==> src/rtl/block_header_link_host_pkg.sv <==
// Shared constants, state encoding and training-sequence helper for the miner serial link.
// Used by the host-side framer and the receive-side framer.
package header_link_pkg;

  localparam int HDR_BYTES  = 80;
  localparam int RESP_BYTES = 32;
  localparam int HDR_W      = HDR_BYTES * 8;
  localparam int RESP_W     = RESP_BYTES * 8;

  localparam logic [31:0] TS_WORD                = 32'h61626364;
  localparam logic [31:0] TIMEOUT_CYCLES_DEFAULT = 32'd100_000_000;

  typedef enum logic [1:0] {
    IDLE      = 2'd0,
    SEND_TS   = 2'd1,
    SEND_HDR  = 2'd2,
    WAIT_RESP = 2'd3
  } state_t;

  // Training sequence byte i, where i=3 is the first byte on the wire.
  function automatic logic [7:0] ts_byte(input logic [1:0] i);
    logic [7:0] b;
    case (i)
      2'd3:    b = TS_WORD[31:24];
      2'd2:    b = TS_WORD[23:16];
      2'd1:    b = TS_WORD[15:8];
      default: b = TS_WORD[7:0];
    endcase
    return b;
  endfunction

endpackage

==> src/rtl/block_header_link_host_byte_shift_collector.sv <==
// MSB-first byte deserializer: DEPTH bytes in, first byte ends up in the top byte of o_word.
// o_done is asserted combinationally with the last byte; o_word already includes it.
module byte_shift_collector
  import header_link_pkg::*;
#(
  parameter int DEPTH = RESP_BYTES
) (
  input  logic               clk,
  input  logic               rst,
  input  logic               i_clear,
  input  logic               i_en,
  input  logic [7:0]         i_data,
  output logic [DEPTH*8-1:0] o_word,
  output logic               o_done
);
  localparam int IW = $clog2(DEPTH);

  logic [DEPTH*8-1:0] r_shift;
  logic [IW-1:0]      r_idx;

  assign o_word = {r_shift[DEPTH*8-9:0], i_data};
  assign o_done = i_en && (r_idx == '0);

  always_ff @(posedge clk) begin
    if (rst || i_clear) begin
      r_shift <= '0;
      r_idx   <= IW'(DEPTH - 1);
    end else if (i_en) begin
      r_shift <= o_word;
      r_idx   <= o_done ? IW'(DEPTH - 1) : r_idx - 1'b1;
    end
  end

endmodule

==> config.mk <==
export PLATFORM = sky130hd
export DESIGN_NAME = byte_shift_collector
export DESIGN_NICKNAME = d
export VERILOG_FILES = /design/src/rtl/block_header_link_host_pkg.sv /design/src/rtl/block_header_link_host_byte_shift_collector.sv
export SDC_FILE = /design/constraint.sdc
export NUM_CORES = 1
export LEC_CHECK = 0
export CORE_AREA = 5 5 141 143
export DETAILED_ROUTE_END_ITERATION = 7
export DIE_AREA = 0 0 146 148
export PLACE_DENSITY = 0.8
export SLEW_MARGIN = 40
export SYNTH_ARGS = -nofsm -noshare
export SYNTH_HDL_FRONTEND = slang
export SYNTH_SLANG_ARGS = --single-unit
==> constraint.sdc <==
create_clock -name clk -period 2.47 [get_ports clk]
set_clock_uncertainty 0.1 [all_clocks]
set_input_delay 0.741 -clock clk [delete_from_list [all_inputs] [get_ports clk]]
set_output_delay 0.741 -clock clk [all_outputs]
set_load 0.005 [all_outputs]
* Word level (Yosys, flattened, before mapping)
Index checks and enable logic that the tools add are counted.
** Storage, ports and cells
- Logic and storage cells :: 7
- Output and inout port bits :: 257
- Bits in writable memories :: 0
- Input bits :: 12
- Latch bits :: 0
- Bits in registers :: 253
- Memories :: 0
- Bits in read-only memories :: 0
** Operators by class
- $add $sub $neg :: 1
- Shifts and indexed selects :: 0
- Div/mod/pow operators :: 0
- Reduce and logical (&&, ||, !) cells :: 3
- Multipliers :: 0
- Order comparisons :: 0
- Multiplexer cells :: 1
- Bitwise logic cells :: 0
- Eq/ne operators :: 0
** Operator list (number)
- zero test 5 bit :: 1
- 2-to-1 mux 5 bit :: 1
- subtractor 5 x 1 -> 5 bit, second input constant :: 1
- logical AND 1 bit :: 1
- logical OR 1 bit :: 1

* Depth between registers and ports, before layout
- Depth after elaboration :: 3
- Depth in mapped cells :: 5
- Gate-level depth less buffers :: 5

* Worst setup path before layout
No wires, ideal clock.
- Path type :: input -> output
- Start point :: input i_en
- End point :: output o_done
- Arrival time :: 1.174 ns
- Path buffers :: 0
- Stages on the path :: 3
- Setup slack :: 0.455 ns
- Required time :: 1.629 ns
- Cells stage by stage :: nor4bb_1 nand2b_1 inv_1
** Between the ends
- Cells in the longest elaborated chain, start to end :: 1
** RTL lines
- start: declaration :: RTL line block_header_link_host_byte_shift_collector.sv:11 : input logic i_en,
- logical AND 1 bit :: RTL line block_header_link_host_byte_shift_collector.sv:22 : assign o_done = i_en && (r_idx == '0);
- end: declaration :: RTL line block_header_link_host_byte_shift_collector.sv:14 : output logic o_done
Every way passes these cells.

* Final worst setup path
- Start point :: register r_idx[0]
- End point :: output o_done
** Between the ends
- Cells in the longest elaborated chain, start to end :: 2
** RTL lines
- start: declaration :: RTL line block_header_link_host_byte_shift_collector.sv:19 : logic [IW-1:0] r_idx;
- start signal: assignment :: RTL line block_header_link_host_byte_shift_collector.sv:27 : r_idx <= IW'(DEPTH - 1);
- start signal: assignment :: RTL line block_header_link_host_byte_shift_collector.sv:30 : r_idx <= o_done ? IW'(DEPTH - 1) : r_idx - 1'b1;
- zero test 5 bit :: RTL line block_header_link_host_byte_shift_collector.sv:22
- logical AND 1 bit :: RTL line block_header_link_host_byte_shift_collector.sv:22
Every way passes these cells.

==> metrics.txt <==
vias in the first global route=6,586; Final Critical Period=2.39 ns; CP startpoint kind=flop; WP data required=1.63 ns; CP endpoint kind=output port; Netlist cell types=20; critical path depth in cells=6; post-synthesis sequential area ratio=56.4%; Reg2Reg Depth=7; delay-heaviest family, CP=flip-flops; synthesis warning total=0; Pint=6810 uW; DR WL/cell=16.8 um; core area=0.0185 mm2; # fillers=1,400; CTS Sinks=253; total power=8540 uW; Worst EP arrival=1.55 ns; worst hold path type=flop to flop; Layout area overhead=42.8%; Clock power frac=48.0%; crit-path max cell delay=0.36 ns; later-pin clock latency in the skew report=0.51 ns; final hold vios=0; Top Ports=269; top-area cell type share of the netlist area=56.4%; Placed Instances=1,289; syn_nets=847; final cell count without fillers=1,339; Slew headroom=52.7%; Hold Path Stages=2; status=completed; top cells by area, synth=dfxtp_1 (56%), mux2i_1 (28%), nor2_1 (10%); Pwr per Cell Area=666 mW/mm2; drt pass-1 iters=6; CTS tree=done; Max Clk Rate=418 MHz; antenna violations before repair=0; Cell Rows=50; total CTS buffers=26; Avg Vias per Cell=4.96; mean post-synth cell area=10.8 um2; Critical Path Slowest Stage Cell=dfxtp_4; crit path max fanout=3; fraction of layout cells with a size suffix above 1=6.61%; max_cap viols=0; final instance area=0.0128 mm2; total number of vias=6,639; die footprint=0.0216 mm2; Ant. Diodes=0; clk root buf=clkbuf_16; Setup TNS Final=0 ns; CP Cell Sequence=inv_4, ha_4, nor4bb_4, nand2b_1, inv_1, buf_2; H-tree levels=1; placer congestion estimate=0.833; chip width=146 um; WP buf/inv=3; global-route wire length before repair=35.6 mm; Placed Instance Area=0.0119 mm2; Switch Pwr=1730 uW; Final Core Density=69.5%; Gate Count Post-Synth=834; gr ovfl total=0; Pleak=0.00523 uW; post-route ant nets=0; drt drc=0; Tot GR Track Use=19.6%; share of power burned in registers=47.9%; combinational power share=4.1%; clk buf depth=3; nets=1,100; Routed Wire Length=22.5 mm; DRT iter0 DRCs=277; final slew viol count=0; Worst VDD drop=0.588 mV; Synth Cell Area=0.00898 mm2; Yosys top cell by area=dfxtp_1; synthesized flop and latch total=253; IO buf count=268; largest net degree at the start of global routing=100; Reg clk slew, reported paths=0.06 ns; critical path class=flop to output port; Post-CTS Hold Buffers=0; Least-Margin Pin Slew=0.710 ns; DP HPWL=15.5 mm; Final Setup Violations=0; Initial Util=48.7%; switching share of power=20.2%; height of the die=148 um; fin crit share=96.9%
cell usage in the layout, fill, tap and decap left out, drive strengths merged, types with 2 or more instances in the layout:
cell type / instances
clkbuf: 40
bufinv: 3
o21ai: 2
nor2: 249
nand2b: 2
dlygate4sd2: 8
nand2: 2
mux2i: 248
clkinv: 2
inv: 3
xnor2: 2
clkdlybuf4s50: 258
buf: 23
dfxtp: 253
nand3: 3
path summary, 6_finish.rpt:
path,start,end,slack (ns)
setup / recovery,r_idx[0],o_done,0.08
hold reg to reg,r_shift[241],r_shift[241],0.39
hold / removal,r_shift[241],r_shift[241],0.39
setup reg to reg,r_idx[0],r_idx[4],1.03
worst min-delay path: stages (launching register included):
cell and delay, ns:
dfxtp_1 0.32, mux2i_1 0.06, nor2_1 0.07
cells in the mapped netlist, drive strengths merged:
| library cell | n |
|---|---|
| nand2b | 2 |
| or2 | 1 |
| nor4bb | 1 |
| dfxtp | 253 |
| mux2i | 248 |
| o21ai | 2 |
| inv | 3 |
| and3 | 1 |
| xnor2 | 2 |
| ha | 1 |
| buf | 49 |
| nor4b | 1 |
| nand2 | 2 |
| clkbuf | 15 |
| nand3 | 3 |
| a21oi | 1 |
| nor2 | 249 |
routing by layer:
| layer | up-vias | part of all wire (%) | track usage, % |
|---|---|---|---|
| met2 | 193 | 48 | 32.8 |
| met1 | 3119 | 43 | 25.0 |
| met5 | - | 0 | 0 |
| met4 | 0 | 2.9 | 6.49 |
| li1 | 3279 | - | - |
| met3 | 48 | 6.3 | 4.94 |
cells by family (layout without fill, tap and decap cells):
| logic type | after synthesis | after routing | synth area share (%) |
|---|---|---|---|
| and+or+nand+nor | 260 | 260 | 11.2 |
| DFF | 253 | 253 | 56.4 |
| muxes | 248 | 248 | 27.6 |
| buffers and inverters | 67 | 338 | 4.22 |
| AOI/OAI and AO/OA | 3 | 3 | 0.167 |
| xor gates and xnor gates | 2 | 2 | 0.195 |
| adders and majority gates | 1 | 1 | 0.139 |
through the flow:
step           setup slack, ns  hold WS (ns)
2_1_floorplan            0.455         0.339
3_3_place_gp            -0.115         0.360
3_5_place_dp            -0.164         0.382
4_1_cts                 0.0510         0.397
5_1_grt                -0.0161         0.424
6_report                0.0772         0.391
what timing repair did:
action                                  4_1_cts  5_1_grt
gates cloned                                  0        0
endpoints found under the setup margin        9        1
pin swaps                                     2        1
buffers inserted                              3        1
gates resized for setup                      18        4
power by group through the flow:
stage / Clock, uW / Combinational (uW) / Sequential [uW]
after floorplan: 0 / 261 / 4180
after global placement: 0 / 354 / 4180
after detailed placement: 0 / 352 / 4180
after CTS: 4190 / 349 / 4090
after global routing: 4360 / 370 / 4090
final: 4100 / 348 / 4090
layout make-up:
cell class	count	area [um2]	area share, %
Inverter	3	13.8	0.107
Tap cell	234	293	2.28
Clock inverter	6	108	0.839
Timing Repair Buffer	289	2960	23.1
Multi-Input combinational cell	514	3560	27.8
Sequential cell	253	5070	39.5
Clock buffer	40	815	6.35
state kept, by name (all words and copies together) (netlist names):
name and flops:
r_shift 248, r_idx 5
Note: power is estimated with default switching activity, not from simulation.
